==> config.mk <==
export PLATFORM = sky130hd
export DESIGN_NAME = fetch_unit
export DESIGN_NICKNAME = d
export VERILOG_FILES = /design/src/rtl/fetch_unit.sv
export SDC_FILE = /design/constraint.sdc
export NUM_CORES = 1
export LEC_CHECK = 0
export CAP_MARGIN = 20
export CORE_UTILIZATION = 45
export DETAILED_ROUTE_END_ITERATION = 8
export HOLD_SLACK_MARGIN = 0.03
export PLACE_DENSITY_LB_ADDON = 0.15
export SLEW_MARGIN = 25
export SYNTH_ARGS = -nofsm -noshare
export SYNTH_HDL_FRONTEND = slang
export SYNTH_SLANG_ARGS = --single-unit
==> constraint.sdc <==
create_clock -name clk -period 4.19 [get_ports clk]
set_input_delay 0.419 -clock clk [delete_from_list [all_inputs] [get_ports clk]]
set_output_delay 0.419 -clock clk [all_outputs]
set_load 0.05 [all_outputs]
==> src/rtl/fetch_unit.sv <==
// Instruction fetch stage for a single-issue RV32 core: owns the PC, picks the
// next PC from jump/branch inputs, and sequences BOOT -> RUN -> HALTED/FAULT.
module fetch_unit #(
  parameter logic [31:0] RESET_PC = 32'h0000_0000,
  parameter logic [31:0] NOP_INST = 32'h0000_0013
) (
  input  logic        clk,
  input  logic        reset_n,
  input  logic        stall,
  input  logic        branch,
  input  logic        is_jal,
  input  logic        is_jalr,
  input  logic        br_cond,
  input  logic [31:0] imm,
  input  logic [31:0] jalr_target,
  input  logic        is_halt,
  input  logic [31:0] imem_data,
  output logic [31:0] imem_addr,
  output logic [31:0] pc,
  output logic [31:0] pc_plus4,
  output logic [31:0] inst,
  output logic        inst_valid,
  output logic        halted,
  output logic        fault,
  output logic [31:0] retired
);

  typedef enum logic [1:0] {
    S_BOOT   = 2'd0,
    S_RUN    = 2'd1,
    S_HALTED = 2'd2,
    S_FAULT  = 2'd3
  } state_t;

  state_t      r_state;
  state_t      w_state_nxt;
  logic [31:0] r_pc;
  logic [31:0] w_pc_nxt;
  logic [31:0] r_retired;
  logic [31:0] w_retired_nxt;
  logic [31:0] w_pc_plus4;
  logic [31:0] w_pc_rel;
  logic [31:0] w_target;
  logic [31:0] w_retired_inc;
  logic        w_active;

  assign w_pc_plus4 = r_pc + 32'd4;
  assign w_pc_rel   = r_pc + imm;
  assign w_active   = (r_state == S_RUN) && !stall;

  // Priority: jalr, then jal, then taken branch, then sequential.
  always_comb begin
    if (is_jalr)                w_target = jalr_target & ~32'h1;
    else if (is_jal)            w_target = w_pc_rel;
    else if (branch && br_cond) w_target = w_pc_rel;
    else                        w_target = w_pc_plus4;
  end

  assign w_retired_inc = (r_retired == 32'hFFFF_FFFF) ? r_retired : r_retired + 32'd1;

  always_comb begin
    // NOTE: every output of this block is given a default first, so paths that
    // do not assign it keep the held value instead of inferring a latch.
    w_state_nxt   = r_state;
    w_pc_nxt      = r_pc;
    w_retired_nxt = r_retired;
    case (r_state)
      S_BOOT: w_state_nxt = S_RUN;
      S_RUN: begin
        if (!stall) begin
          if (is_halt) begin
            w_state_nxt   = S_HALTED;
            w_retired_nxt = w_retired_inc;
          end else if (w_target[1:0] != 2'b00) begin
            w_state_nxt = S_FAULT;
          end else begin
            w_pc_nxt      = w_target;
            w_retired_nxt = w_retired_inc;
          end
        end
      end
      default: ;
    endcase
  end

  // NOTE: state registers use non-blocking assignments so every flop samples
  // the pre-edge values, independent of statement order.
  always_ff @(posedge clk or negedge reset_n) begin
    if (!reset_n) begin
      r_state   <= S_BOOT;
      r_pc      <= RESET_PC;
      r_retired <= 32'd0;
    end else begin
      r_state   <= w_state_nxt;
      r_pc      <= w_pc_nxt;
      r_retired <= w_retired_nxt;
    end
  end

  assign pc         = r_pc;
  assign imem_addr  = r_pc;
  assign pc_plus4   = w_pc_plus4;
  assign inst_valid = w_active;
  assign inst       = w_active ? imem_data : NOP_INST;
  assign halted     = (r_state == S_HALTED);
  assign fault      = (r_state == S_FAULT);
  assign retired    = r_retired;

endmodule

==> results of run 1 <==
[per-stage QoR]
stage	instance area [um2]	setup WS [ns]	total power (uW)	std cells	hold WS, ns
after CTS	8820	0.353	6360	1126	0.155
after global routing	8820	0.0743	6690	1126	0.175
after detailed placement	8490	0.547	5510	1110	0.488
final	8820	0.291	6390	1127	0.132
after global placement	8490	0.616	5450	1110	0.476
after floorplan	5900	0.853	4250	725	0.123
[power by group through the flow]
stage | combinational [uW] | sequential, uW | clock [uW]
6_report | 4410 | 1150 | 836
5_1_grt | 4630 | 1180 | 875
4_1_cts | 4380 | 1140 | 840
3_5_place_dp | 4360 | 1150 | 0
3_3_place_gp | 4310 | 1140 | 0
2_1_floorplan | 2700 | 1550 | 0
[kinds of logic after synthesis]
| kind of cell | after synthesis |
|---|---|
| compound gates | 194 |
| xor+xnor | 84 |
| fa+ha+maj | 34 |
| buf+inv | 80 |
| flops | 66 |
| mux | 4 |
| simple gates | 263 |
[critical path, cell delays in order (launching register included)]
cell	delay [ns]
dfrtp_1	0.55
ha_1	0.25
nand3_1	0.13
nor2_1	0.28
and3_1	0.37
nor4bb_1	0.42
xor2_1	0.29
clkdlybuf4s50_1	0.87
[sequential cells by signal, summed over array words and instances (netlist names)]
signal     flops
imem_addr     32
retired       32
r_state        2
[placed cells by master (no fill, tap or decap), drive strengths merged, types with 3 or more instances in the layout]
cell type,instances
inv,17
nand4,18
clkbuf,9
o21a,6
a211oi,9
xor2,28
o221ai,5
or4,3
o31a,3
dfrtp,66
a21o,25
and3,42
or3,5
a31oi,6
a21oi,49
buf,13
ha,33
o211ai,8
nand2,74
and4,5
nand3,29
o21bai,6
clkdlybuf4s50,264
o22ai,4
nor3,19
nand2b,6
nor2,47
xnor2,56
o21ai,51
and2,6
[cell type report]
| class | instances | area share |
|---|---|---|
| diodes | 1 | 0.000284 |
| clock buffers | 9 | 0.0255 |
| clock inverters | 7 | 0.0115 |
| inverters | 16 | 0.00681 |
| multi-input cells | 579 | 0.434 |
| flip-flops and latches | 66 | 0.187 |
| well taps | 172 | 0.0244 |
| repair buffers | 277 | 0.310 |
[how the worst max path moves through the flow]
| stage | depth (start not counted) | startpoint | end |
|---|---|---|---|
| 6_report | 7 | imem_addr[2] | pc_plus4[28] |
| 5_1_grt | 7 | imem_addr[2] | pc_plus4[28] |
| 4_1_cts | 7 | imem_addr[2] | pc_plus4[28] |
| 3_5_place_dp | 11 | imm[9] | imem_addr[30] |
| 3_3_place_gp | 12 | imm[0] | imem_addr[30] |
| 2_1_floorplan | 6 | imem_addr[12] | pc_plus4[31] |
[layer usage]
layer | vias to the layer above | global-route usage
li1 | 3037 | -
met1 | 3101 | 0.381
met2 | 350 | 0.536
met3 | 61 | 0.0540
met4 | 0 | 0.152
met5 | - | 0
==> results.cfg, run 1 <==
[run_status]
status = finished, final reports clean

[setup_path]
path_class = reg2out
worstPathRequired_ns = 3.77
reg2regPathDepth = 11
cp-start-kind = flop
worst_setup_path_end_kind = primary output
r2r-start = imem_addr[0]
arrival_ns = 3.48
timing.rr.end = imem_addr[30]
reg2reg_slack_ns = 0.80
path_max_fanout = 9

[placed_design]
gp_congestion = 0.995
portBuffers = 265
place_hpwl_um = 16600

[clock_network]
clockBufferDepth = 2
ctsHtreeMaxLevel = 3
cts_made_buffers = 9
cts_sinks = 66
cts_hold_buffers = 0
root_buffer = clkbuf_16
insertion_delay_ns = 0.34
post_cts_resized = 0
cts_setup_buffers = 0
cts.clk_slew.worst_paths_ns = 0.06
cts_tree = built

[global_route]
grt_max_degree = 39
grt_pass1_vias = 6324
grt_first_pass_wirelength_um = 32400
grtUsageTotal = 0.313
grt_overflow = 0
antenna_found_initial = 0

[synth]
synthMuxAreaShare = 0.00721
yosysTopAreaCell = dfrtp_1
synth_most_common_cell = nand2_1
yosysTopAreaCellShare = 0.280
syn_avg_cell_area_um2 = 8.14
synth_edf_count = 0
syn_inst = 725
syn_nets = 863
synth_top_family_by_area = simple AND/OR/NAND/NOR gates
synthTopCellsByCount = 74 x nand2_1, 66 x dfrtp_1, 56 x xnor2_1, 51 x o21ai_0, 48 x a21oi_1
synth_xor_area_frac = 0.126
netlist_top_cells_area = dfrtp_1 28%, xnor2_1 8.3%, ha_1 7.0%
async_flop_share = 1.00
ys_types = 67
synth_flop_cell = dfrtp_1
synth_compound_area_frac = 0.210
yosysSeqAreaShare = 0.280
yosys_warnings = 0
ys_ff_latch = 66
syn_area_um2 = 5900
synthAdderAreaFrac = 0.0734
synth-simple-area-share = 0.230

[min_path]
hp-class = in2async

[pwr]
switching_share = 0.552
peakVddDrop_mv = 0.499
comb_power_share = 0.689
power_leakage_uw = 0.00378
seqPwrFrac = 0.180
switchingPower_uw = 3530
p_per_area_nw_per_um2 = 724
intPower_uw = 2860
clkPwrFrac = 0.131

[timing]
rsz0062_at_grt = no
period_minus_slack_ns = 3.90
drv_slew = 0
setup_viol = 0
setup_tns_ns = 0
worst_slew_pin_slew_ns = 0.745
skew_ns = 0.0106
fmax_ghz = 0.256
hold_violations = 0
relSlewSlack = 0.503
min_period_over_period = 0.931

[drt]
wl_met2_um = 10300
vias_per_cell = 5.81
met3_length_um = 1820
finalWirelength_um = 21300
firstDrtPassIters = 5
drt_iter0_drc = 461
drc_errors = 0
wirelength_met1_um = 8430
vias = 6549
ant_nets = 0
dr.max_layer_used = met4
wire_per_inst_um = 18.9

[layout]
fin_nets = 1087
syn_to_final_growth_pct = 49.4
drive_gt1_frac = 0.0482
fillers = 1065
seq_area_um2 = 1650
final_core_util = 0.693
multi_input_area_um2 = 3820

[die]
io_pins = 267
core-area_um2 = 12700
initial_core_util = 0.464
die-area_um2 = 13600
chipWidth_um = 117
die_h_um = 117
num_rows = 41

[flow_run]
drv_cap = 0
No activity file was read; power rests on OpenSTA's default activity.
==> run 2: changes to the inputs <==
CORE_MARGIN = 2   (was default)
CTS_BUF_LIST = sky130_fd_sc_hd__clkbuf_4   (was default)
==> run 2 against run 1 <==
  * Sequential share of layout area up 0.41 points
  * Worst setup slack worse by 0.11 ns
  * Routed wire length up 3.4%
  * Combinational power about the same
  * Clock skew up 0.017 ns
  * Power down 6.3%
  * Critical path depth up 1
  * Largest cell class unchanged
==> results.cfg, run 2 (same netlist as run 1, synthesis figures left out) <==
[run_status]
status = finished, final reports clean

[clock_network]
cts_made_buffers = 9
clockBufferDepth = 2
cts_setup_buffers = 0
cts_tree = built
cts_sinks = 66
cts.clk_slew.worst_paths_ns = 0.12
root_buffer = clkbuf_4
insertion_delay_ns = 0.46
ctsHtreeMaxLevel = 3

[timing]
drv_slew = 0
skew_ns = 0.0278
setup_tns_ns = 0
worst_slew_pin_slew_ns = 0.826
setup_viol = 0
setup_ws_ns = 0.183
period_minus_slack_ns = 4.01
hold_violations = 0
fmax_ghz = 0.250
relSlewSlack = 0.448
rsz0062_at_grt = no
min_period_over_period = 0.956

[placed_design]
place_area_um2 = 8480
place_hpwl_um = 16800
portBuffers = 265
gp_congestion = 0.981
dp_slack_ns = 0.570

[global_route]
grtUsageTotal = 0.308
grt_pass1_vias = 6516
grt_first_pass_wirelength_um = 34600
antenna_found_initial = 1
grt_max_degree = 50
grt_overflow = 0

[flow_run]
drv_cap = 0

[die]
die-area_um2 = 14000
num_rows = 41
core-area_um2 = 12700
initial_core_util = 0.464
die_h_um = 119
io_pins = 267
chipWidth_um = 119

[drt]
wire_per_inst_um = 19.6
vias_per_cell = 5.84
drc_errors = 0
ant_nets = 0
vias = 6567
finalWirelength_um = 22000
drt_iter0_drc = 508
firstDrtPassIters = 6

[layout]
fillers = 1090
fin_nets = 1085
final_common_cell = clkdlybuf4s50_1
layout_common_cells = 263 x clkdlybuf4s50_1, 74 x nand2_1, 66 x dfrtp_1
drive_gt1_frac = 0.0441
fin_area_um2 = 8630
syn_to_final_growth_pct = 46.3

[setup_path]
path_max_fanout = 9
path_class = reg2out
arrival_ns = 3.59
worstPathRequired_ns = 3.77
cp-start-kind = flop
cp-startpoint = imem_addr[2]
r2r-start = imem_addr[0]
reg2regPathDepth = 12
worst_setup_path_end_kind = primary output

[pwr]
power_leakage_uw = 0.00371
peakVddDrop_mv = 0.513
p_per_area_nw_per_um2 = 694

[min_path]
hp-class = reg2reg
worstHoldStart = retired[30]
hold_depth = 1
## run 2: report_power, final
| part | total, uW | internal (uW) | switching [uW] | leakage, uW |
|---|---|---|---|---|
| clock | 447 | 181 | 266 | 0.0000737 |
| combinational | 4390 | 1550 | 2840 | 0.00279 |
| sequential | 1150 | 785 | 362 | 0.000848 |
| total | 5990 | 2510 | 3470 | 0.00371 |
## run 2: final cells by class
type / count / area (um2) / share of cell area
antenna: 1 / 2.50 / 0.000290
timing repair buffer: 275 / 2740 / 0.317
inverter: 16 / 60.1 / 0.00696
multi-input combinational: 579 / 3820 / 0.443
clock inverter: 7 / 68.8 / 0.00797
clock buffer: 9 / 67.6 / 0.00783
sequential: 66 / 1650 / 0.191
tap: 172 / 215 / 0.0249
## run 2: worst paths after layout
kind / slack (ns) / endpoint
setup reg to reg: 0.84 / imem_addr[30]
max in group asynchronous: 2.62 / retired[15]
min in group asynchronous: 0.55 / imem_addr[5]
hold / removal: 0.51 / retired[30]
setup / recovery: 0.18 / pc_plus4[29]
hold reg to reg: 0.51 / retired[30]
## run 2: worst max-delay path, stage by stage, from the launching register on
cell,delay [ns]
dfrtp_1,0.58
nand4_1,0.14
nor2_1,0.35
nand3_1,0.36
nor3_1,0.28
buf_4,0.19
and3_1,0.23
xor2_1,0.16
clkdlybuf4s50_1,0.85
## run 2: per-stage QoR
stage | total power, uW | hold slack, ns | std cells | utilization
floorplan | 4250 | 0.123 | 725 | -
global placement | 5450 | 0.476 | 1107 | 0.667
finish | 5990 | 0.511 | 1125 | 0.678
detailed placement | 5510 | 0.495 | 1107 | 0.667
CTS | 5970 | 0.519 | 1124 | 0.678
global route | 6290 | 0.538 | 1125 | 0.678
## run 2: metal layers
| metal | up-vias | GRT usage | routed length [um] |
|---|---|---|---|
| met5 | - | 0 | 0 |
| met4 | 0 | 0.125 | 766 |
| met3 | 62 | 0.0647 | 1950 |
| met2 | 377 | 0.525 | 10700 |
| met1 | 3092 | 0.378 | 8610 |
| li1 | 3036 | - | - |
## run 2: repair_timing
action	CTS	global route
hold buffers	1	0
hold endpoints to repair	10	0
gates resized for setup	0	1
setup endpoints to repair	0	1
